==> src/rtl/gpio_in_conditioner.sv <==
// Input conditioning for GPIO pins: two-flop synchronizer, per-pin debounce,
// and sticky rise/fall event flags with per-pin enables and clears.
module gpio_in_conditioner #(
    parameter int N_PINS          = 8,
    parameter int DEBOUNCE_CYCLES = 4,
    parameter int CNT_W           = 16
) (
    input  logic              clk,
    input  logic              aresetn,
    input  logic [N_PINS-1:0] i_pins,
    input  logic [N_PINS-1:0] i_rise_en,
    input  logic [N_PINS-1:0] i_fall_en,
    input  logic [N_PINS-1:0] i_edge_clr,
    output logic [N_PINS-1:0] o_level,
    output logic [N_PINS-1:0] o_rise,
    output logic [N_PINS-1:0] o_fall,
    output logic              o_irq
);

    localparam logic [CNT_W-1:0] CNT_LAST = CNT_W'(DEBOUNCE_CYCLES - 1);

    genvar gi;
    generate
        for (gi = 0; gi < N_PINS; gi++) begin : g_pin
            logic             sync1_reg;
            logic             sync2_reg;
            logic             level_reg;
            logic             rise_reg;
            logic             fall_reg;
            logic [CNT_W-1:0] cnt_reg;

            logic             level_next;
            logic             rise_next;
            logic             fall_next;
            logic [CNT_W-1:0] cnt_next;
            logic             differ;
            logic             expire;

            always_comb begin
                differ     = (sync2_reg != level_reg);
                expire     = differ && (cnt_reg == CNT_LAST);
                level_next = level_reg;
                cnt_next   = '0;
                if (expire) begin
                    level_next = sync2_reg;
                end else if (differ) begin
                    cnt_next = cnt_reg + CNT_W'(1);
                end
            end

            // An event landing in the same cycle as a clear keeps the flag set.
            always_comb begin
                rise_next = rise_reg;
                fall_next = fall_reg;
                if (i_edge_clr[gi]) begin
                    rise_next = 1'b0;
                    fall_next = 1'b0;
                end
                if (expire && sync2_reg && i_rise_en[gi]) begin
                    rise_next = 1'b1;
                end
                if (expire && !sync2_reg && i_fall_en[gi]) begin
                    fall_next = 1'b1;
                end
            end

            always_ff @(posedge clk or negedge aresetn) begin
                if (!aresetn) begin
                    sync1_reg <= 1'b0;
                    sync2_reg <= 1'b0;
                    level_reg <= 1'b0;
                    rise_reg  <= 1'b0;
                    fall_reg  <= 1'b0;
                    cnt_reg   <= '0;
                end else begin
                    sync1_reg <= i_pins[gi];
                    sync2_reg <= sync1_reg;
                    level_reg <= level_next;
                    rise_reg  <= rise_next;
                    fall_reg  <= fall_next;
                    cnt_reg   <= cnt_next;
                end
            end

            assign o_level[gi] = level_reg;
            assign o_rise[gi]  = rise_reg;
            assign o_fall[gi]  = fall_reg;
        end
    endgenerate

    assign o_irq = |(o_rise | o_fall);

endmodule

==> config.mk <==
export PLATFORM = sky130hd
export DESIGN_NAME = gpio_in_conditioner
export DESIGN_NICKNAME = d
export VERILOG_FILES = /design/src/rtl/gpio_in_conditioner.sv
export SDC_FILE = /design/constraint.sdc
export NUM_CORES = 1
export LEC_CHECK = 0
export BUFFER_PORTS_ARGS = -buffer_cell sky130_fd_sc_hd__buf_2
export CAP_MARGIN = 0
export CORE_ASPECT_RATIO = 0.7
export CORE_MARGIN = 8
export CORE_UTILIZATION = 29
export DETAILED_ROUTE_END_ITERATION = 10
export PLACE_DENSITY = 0.5
export SYNTH_ARGS = -nofsm -noshare
export SYNTH_HDL_FRONTEND = slang
export SYNTH_SLANG_ARGS = --single-unit
export TNS_END_PERCENT = 100
==> constraint.sdc <==
create_clock -name clk -period 1.75 [get_ports clk]
set_input_delay 0.35 -clock clk [delete_from_list [all_inputs] [get_ports clk]]
set_output_delay 0.35 -clock clk [all_outputs]
set_load 0.05 [all_outputs]
; ---- Word-level counts from Yosys, hierarchy flattened
; Cells that the tools add are included.
; Widths: inputs -> output; s select.
[op_classes]
reduce_logical = 65
n_eq_ne = 16
bitwise = 1
add_sub_neg = 8
mux = 40
[ops]
columns = cell, n
row1 = $mux 16, 16
row2 = $add 16x1->16 const B, 8
row3 = $eq 16x2->1 const B, 8
row4 = $logic_and 1x1->1, 40
row5 = $reduce_bool 2->1, 16
row6 = $mux 1, 24
row7 = $logic_not 1->1, 8
row8 = $ne 1x1->1, 8
row9 = $or 8x8->8, 1
row10 = $reduce_or 8->1, 1
[word_totals]
input_bits = 34
reg_bits = 168
elab_cells = 178
output_inout_bits = 25

; ---- Longest topological paths before layout
; Gate-level depths: netlist of the first run.
[logic_depth]
depth_word = 5
ltp_mapped = 6
depth_no_buf = 5

; ---- Worst setup path before layout of the first run
; Ideal clock, no wire load.
[synth_path]
path_type = flip-flop to flip-flop
startpoint = register g_pin[2].cnt_reg[0]
endpoint = register g_pin[2].cnt_reg[10]
period_less_slack_ps = 1642
setup_ps = 132
path_stages_with_launch = 7
t_required_ps = 1618
arrival_ps = 1510
path_buffers = 1
slack_ps = 108
cell_sequence = dfrtp_1 ha_1 nor4b_1 nand4_1 nand2_1 clkbuf_1 nor2_1
[synth_between]
elab_chain_cells = 3
elab_cells_between_ends = 5
classes_between = add/sub (1) / eq/ne (1) / mux (2) / reduce/logical (1)
[synth_lines]
columns = element, line_no
row1 = start: declaration, 30  ; logic [CNT_W-1:0] cnt_reg;
row2 = start signal: assignment, 81  ; cnt_reg <= cnt_next;
row3 = $add 16x1->16 / $eq 16x2->1 (equally long branches), "47, 41"
row4 = $mux 16 / $logic_and 1x1->1 (equally long branches), "46, 41"
row5 = $mux 16 *, 44  ; if (expire) begin
row6 = named net g_pin[2].cnt_next[10], 35  ; logic [CNT_W-1:0] cnt_next;
; The timed path passes the listed nets; every way through them passes the cells marked *.
; A chain may end at the register's enable or synchronous reset.

; ---- Worst setup path after layout of the first run
[layout_path]
startpoint = register g_pin[1].fall_reg
endpoint = output o_irq
[layout_between]
elab_chain_cells = 2
[layout_lines]
columns = element, line_no
row1 = start: declaration, 29  ; logic fall_reg;
row2 = start signal: assignment, 80  ; fall_reg <= fall_next;
row3 = $or 8x8->8, 91  ; assign o_irq = |(o_rise | o_fall);
row4 = $reduce_or 8->1, 91
row5 = end: declaration, 17  ; output logic o_irq
; No other way between the ends.

==> metrics, run 1 <==
fin crit share 108.2%; Hold Path Class primary input to flip-flop; total chip power 10.67 mW; max_cap viols 0; power per cell area 1145 nW/um^2; M1 GR Usage 15.32%; Finished Layout Cells 1228; Slew Viols, Final 0; input/output buffers 58; predominant post-synthesis flop cell dfrtp_1; clock slew at reported path FFs 0.07 ns; Core ar. 26590 sq um; min Tclk post-route 1.894 ns; mapped cell area 7794 sq um; first-pass GRT wire length 28.39 mm; via count 5461; CTS tree yes; EDFF count, synth 0; Yosys reg bits 168; reg2reg path depth 6; via/cell ratio 4.447; Pre-Repair DR Iteration Count 5; Arr. time, crit path 1.54 ns; met3 Use GR 2.799%; full die area 32460 sq um; Clk Latency, worst-skew pair 0.42 ns; clk sinks 168; Synthesis Warnings 0; pre-CTS WS 0.01431 ns; Layout fillers 2685; busiest grt layer met2; Max Freq 527.9 MHz; HPWL after DPL 12.38 mm; Crit. End Element output pin; post-layout util 35.05%; DRT iter0 DRCs 340; Seq. cell area 4204 sq um; Worst-Margin Slew 0.4376 ns; sequential fraction of the synthesis area 53.94%; CP required 1.40 ns; reg2reg start g_pin[0].cnt_reg[0]$_DFF_PN0_; footprint of the multi-input gates 3272 sq um; final setup TNS -0.1442 ns; Vert. Die Dim 153.2 microns; Hold Worst Slack 0.02891 ns; n_diodes 0; IO Count 59; flop-to-flop setup slack 0.13 ns; root buf cell clkbuf_16; skew final 0.01191 ns; Mapped Nets 806; Total Wirelength 16.89 mm; Rows 50; mean post-synth cell area 10.20 sq um; synth unique cells 29; starting density of the core 29.31%; grt total ovfl 0; Syn Inst Count 764; worst-path fanout max 2; final setup fails 1; Die Wd 211.9 microns; startpoint types flip-flop; placed insts 1191; post-route ant nets 0; Lkg Pwr 3.908 nW; hold path depth 1; clk buf depth 2; DP Area 8666 sq um; status finished, violations left; Post-synth ARST share 100.0%; Worst Hold Launch i_pins[0]; WL/cell 13.75 microns; pin count of the biggest net entering global routing 44; GRT met2 Usage 16.10%; reg2reg end g_pin[0].cnt_reg[12]$_DFF_PN0_; failing checks negative setup slack; fin nets 893; maximum VDD drop 0.0005330 V; CTS Buf Count 17; htree depth 4; commonest cells after routing, fill and taps aside 168 x dfrtp_1, 133 x nor2_1, 75 x xnor2_1, 56 x buf_2, 50 x nand2_1; layout cell share with drive strength beyond 1 18.17%; kind of critical path flip-flop to output pin; Global Route Usage Sum 10.84%; Placer Congestion 0.7739; max reg flops 128; RSZ-0062 raised after global routing yes; Max-slew headroom 70.83%; # DRC 0; Synth-to-Final Area Change 19.59%; vias in the first global route 5431; hold-critical path endpoint g_pin[0].sync1_reg$_DFF_PN0_; final non-filler cell area 9320 sq um; Final Worst Setup Slack -0.1442 ns; initial antenna violation count 0; most common cell after layout, fill and taps aside dfrtp_1; Hold Violations, Final 0
## cells in the mapped netlist (9+ instances only)
cell type	count	area share, %
and3_1	9	0.72
o32ai_1	15	1.7
nand3_1	42	2.7
xnor2_1	75	8.4
buf_4	24	2.3
nor3_1	33	2.1
dfrtp_1	168	54
xor2_1	41	4.6
nor2_1	133	6.4
nand4_1	38	3.1
and4_1	9	1.0
inv_1	32	1.5
nand2_1	50	2.4
nor4_1	39	3.1
## power by group
part	internal, mW	switching [mW]
Sequential	4.22	0.397
Combinational	0.908	1.57
Clock	1.93	1.64
## logic make-up (layout without fill, tap and decap cells)
group | count (synthesis) | after routing | synth area share, %
AOI/OAI and AO/OA | 24 | 24 | 2.424
and+or+nand+nor | 370 | 370 | 23.54
muxes | 8 | 8 | 1.156
xor gates and xnor gates | 116 | 116 | 13.04
adders and majority gates | 8 | 8 | 1.284
buffers and inverters | 70 | 170 | 4.624
DFF | 168 | 168 | 53.94
## critical path, stage by stage (launching register included)
cell and delay (ns):
dfrtp_1 0.40, nor4_2 0.26, buf_4 0.16, nand4_1 0.11, buf_6 0.18
## cell type report
cell class              count  share of cell area, %
clock buffers              19                  4.860
clock inverters            13                  1.208
inverters                  32                  1.289
multi-input cells         526                  35.11
flip-flops and latches    168                  45.11
well taps                 364                  4.887
repair buffers            106                  7.545
## layer usage
layer / part of all wire, % / vias up / wire (microns)
met3: 2.9 / 10 / 492
met1: 51 / 2601 / 8687
li1: - / 2801 / -
met4: 1.3 / 0 / 216
met5: 0 / - / 0
met2: 44 / 49 / 7494
## how the worst max path moves through the flow
stage	start	to	cells past startpoint
floorplan	g_pin[2].cnt_reg[0]$_DFF_PN0_	g_pin[2].cnt_reg[10]$_DFF_PN0_	6
global placement	g_pin[1].cnt_reg[0]$_DFF_PN0_	g_pin[1].cnt_reg[5]$_DFF_PN0_	6
detailed placement	g_pin[1].cnt_reg[0]$_DFF_PN0_	g_pin[1].cnt_reg[6]$_DFF_PN0_	6
CTS	g_pin[1].fall_reg$_DFFE_PN0P_	o_irq	4
global route	g_pin[1].fall_reg$_DFFE_PN0P_	o_irq	4
finish	g_pin[1].fall_reg$_DFFE_PN0P_	o_irq	4
## what timing repair did
item / 4_1_cts / 5_1_grt
hold buffers: 1 / 0
hold endpoints to repair: 38 / 0
endpoints found under the setup margin: 2 / 84
gates resized for setup: 2 / 8
setup buffers: 2 / 2
pin swaps: 2 / 7
Power figures use the tool's default switching activity.
==> inputs of run 2 (changes only) <==
--- a/config.mk
+++ b/config.mk
@@ -7,11 +7,13 @@
 export LEC_CHECK = 0
 export BUFFER_PORTS_ARGS = -buffer_cell sky130_fd_sc_hd__buf_2
 export CAP_MARGIN = 0
+export CELL_PAD_IN_SITES_DETAIL_PLACEMENT = 1
+export CELL_PAD_IN_SITES_GLOBAL_PLACEMENT = 2
 export CORE_ASPECT_RATIO = 0.7
 export CORE_MARGIN = 8
 export CORE_UTILIZATION = 29
 export DETAILED_ROUTE_END_ITERATION = 10
-export PLACE_DENSITY = 0.5
+export PLACE_DENSITY = 0.68
 export SYNTH_ARGS = -nofsm -noshare
 export SYNTH_HDL_FRONTEND = slang
 export SYNTH_SLANG_ARGS = --single-unit
==> run 2 against run 1 <==
Effect of this change: the run still ends with negative setup slack left; non-clock buffer count is 15 higher; combinational power grew 10%; routed wire length increased by 14%; hold slack worse by 0.012 ns; clock skew barely moved; cell area rose by 3.2%; via count up 5.1%; highest routed layer unchanged.
==> metrics, run 2 (synthesized netlist as in run 1, its figures left out) <==
Vert. Die Dim 153.2 microns (unchanged); Arr. time, crit path 1.62 ns (+0.08 ns); final setup fails 1 (unchanged); Crit. End Element output pin; clock slew at reported path FFs 0.07 ns (about the same); P_int 7.524 mW (+6.5%); max_cap viols 0 (unchanged); worst-path fanout max 2 (unchanged); maximum VDD drop 0.0006166 V (+16%); HPWL after DPL 13.66 mm (+10%); kind of critical path flip-flop to output pin; Lkg Pwr 4.023 nW (+3.0%); footprint of the multi-input gates 3354 sq um (+2.5%); Hold Violations, Final 0 (unchanged); CTS tree yes; skew final 0.01141 ns (-0.0004915 ns); CP required 1.40 ns (about the same); Worst-Margin Slew 0.4131 ns (-0.02451 ns); reg2reg end g_pin[5].cnt_reg[8]$_DFF_PN0_; pin count of the biggest net entering global routing 74 (+68%); fin nets 908 (+1.7%); GRT met2 Usage 18.00% (+1.9 points); via count 5738 (+5.1%); vias in the first global route 5992 (+10%); Layout fillers 3020 (+12%); sequential power share 41.1% (-2.2 points); reg2reg path depth 7 (+1); first-pass GRT wire length 32.69 mm (+15%); Pre-Repair DR Iteration Count 4 (-1); RSZ-0062 raised after global routing yes; hold path depth 1 (unchanged); Hold Worst Slack 0.01737 ns (-0.01154 ns); combinational power share 24.3% (+1.0 points); via/cell ratio 4.616 (+3.8%); Synth-to-Final Area Change 23.45%; grt total ovfl 0 (unchanged); Rows 50 (unchanged); min Tclk post-route 1.973 ns (+0.07914 ns); power per cell area 1172 nW/um^2 (+2.3%); Slew Viols, Final 0 (unchanged); CTS Buf Count 17 (unchanged); failing checks negative setup slack; IO Count 59 (unchanged); Total Wirelength 19.29 mm (+14%); hold-critical path endpoint g_pin[7].sync1_reg$_DFF_PN0_; M1 GR Usage 18.58% (+3.3 points); max reg flops 128 (unchanged); Seq. cell area 4204 sq um (unchanged); root buf cell clkbuf_16; Max Freq 506.8 MHz (-4.0%); clk sinks 168 (unchanged); DRT iter0 DRCs 253 (-26%); input/output buffers 58 (unchanged); Worst Hold Launch i_pins[7]; commonest cells after routing, fill and taps aside 168 x dfrtp_1, 133 x nor2_1, 75 x xnor2_1, 56 x buf_2, 50 x buf_4; final setup TNS -0.2233 ns (-0.07914 ns); post-route ant nets 0 (unchanged); switching share of power 33.26% (-0.53 points); Placer Congestion 0.7274 (-6.0%); # DRC 0 (unchanged); busiest grt layer met1; layout cell share with drive strength beyond 1 20.36% (+2.2 points); fin crit share 112.8% (+4.5 points); htree depth 4 (unchanged); Clk Latency, worst-skew pair 0.43 ns (about the same); P_sw 3.749 mW (+4.0%); starting density of the core 29.31% (unchanged); clk buf depth 2 (unchanged); n_diodes 0 (unchanged); WL/cell 15.52 microns (+13%); Core ar. 26590 sq um (unchanged); clock power share 34.6% (+1.2 points); flop-to-flop setup slack 0.08 ns (-0.05 ns); status finished, violations left; met3 Use GR 2.921% (+0.12 points); reg2reg start g_pin[5].cnt_reg[0]$_DFF_PN0_; startpoint types flip-flop; total chip power 11.27 mW (+5.7%); Hold Path Class primary input to flip-flop; full die area 32460 sq um (unchanged); Max-slew headroom 72.46% (+1.6 points); Final Worst Setup Slack -0.2233 ns (-0.07914 ns); Global Route Usage Sum 12.52% (+1.7 points); initial antenna violation count 0 (unchanged); most common cell after layout, fill and taps aside dfrtp_1; Die Wd 211.9 microns (unchanged)
==> run 2: changes by cell type in the layout (fill, tap and decap cells not counted), sizes merged, moves of 2 or more <==
cell,previous run,this run
buf,105,115
bufinv,0,2
clkinv,6,4
clkinvlp,2,4
dlygate4sd3,1,6
inv,37,34
==> run 2: per-layer routing <==
layer	routed length [microns]	up-vias
li1	-	2826
met1	10210	2855
met2	8450	45
met3	468	12
met4	167	0
met5	0	-
==> run 2: what timing repair did <==
action	CTS	global route
setup buffers	4	6
pin swaps	2	8
hold endpoints to repair	18	1
resized for setup	6	17
hold buffers	5	1
endpoints found under the setup margin	35	113
==> run 2: area by class of cell <==
cell class / instances / share of cell area, %
timing repair buffer: 121 / 9.129
inverter: 32 / 1.248
tap: 364 / 4.733
sequential: 168 / 43.69
multi-input combinational: 526 / 34.86
clock inverter: 12 / 1.482
clock buffer: 20 / 4.850
==> run 2: how the worst max path moves through the flow <==
stage                                        from                             end  cells past startpoint
floorplan           g_pin[2].cnt_reg[0]$_DFF_PN0_  g_pin[2].cnt_reg[10]$_DFF_PN0_                      6
global placement    g_pin[0].cnt_reg[0]$_DFF_PN0_  g_pin[0].cnt_reg[15]$_DFF_PN0_                      6
detailed placement  g_pin[0].cnt_reg[0]$_DFF_PN0_  g_pin[0].cnt_reg[15]$_DFF_PN0_                      6
CTS                 g_pin[1].rise_reg$_DFFE_PN0P_                           o_irq                      4
global route        g_pin[1].rise_reg$_DFFE_PN0P_                           o_irq                      4
finish              g_pin[1].rise_reg$_DFFE_PN0P_                           o_irq                      4
==> run 2: critical path: stages, from the launching register on <==
cell and delay, ns:
dfrtp_1 0.40, nor4_2 0.27, buf_4 0.16, nand4_1 0.14
buf_6 0.20
==> run 2: stage by stage <==
stage                     worst slack (ns)  instance area [sq um]  util, %  cells
final                              -0.2233                   9622    36.19   1243
after global routing               -0.3005                   9622    36.19   1243
after CTS                          -0.2975                   9469    35.61   1236
after detailed placement          -0.03996                   8746    32.89   1195
after global placement            -0.05589                   8746    32.89   1195
after floorplan                     0.1077                   7794        -    764
==> run 2: power by group through the flow <==
stage | Clock (mW) | Sequential (mW) | Combinational (mW)
floorplan | 0 | 4.59 | 1.68
global placement | 0 | 4.68 | 2.62
detailed placement | 0 | 4.69 | 2.65
CTS | 4.03 | 4.62 | 2.72
global route | 4.17 | 4.70 | 3.02
finish | 3.90 | 4.63 | 2.74
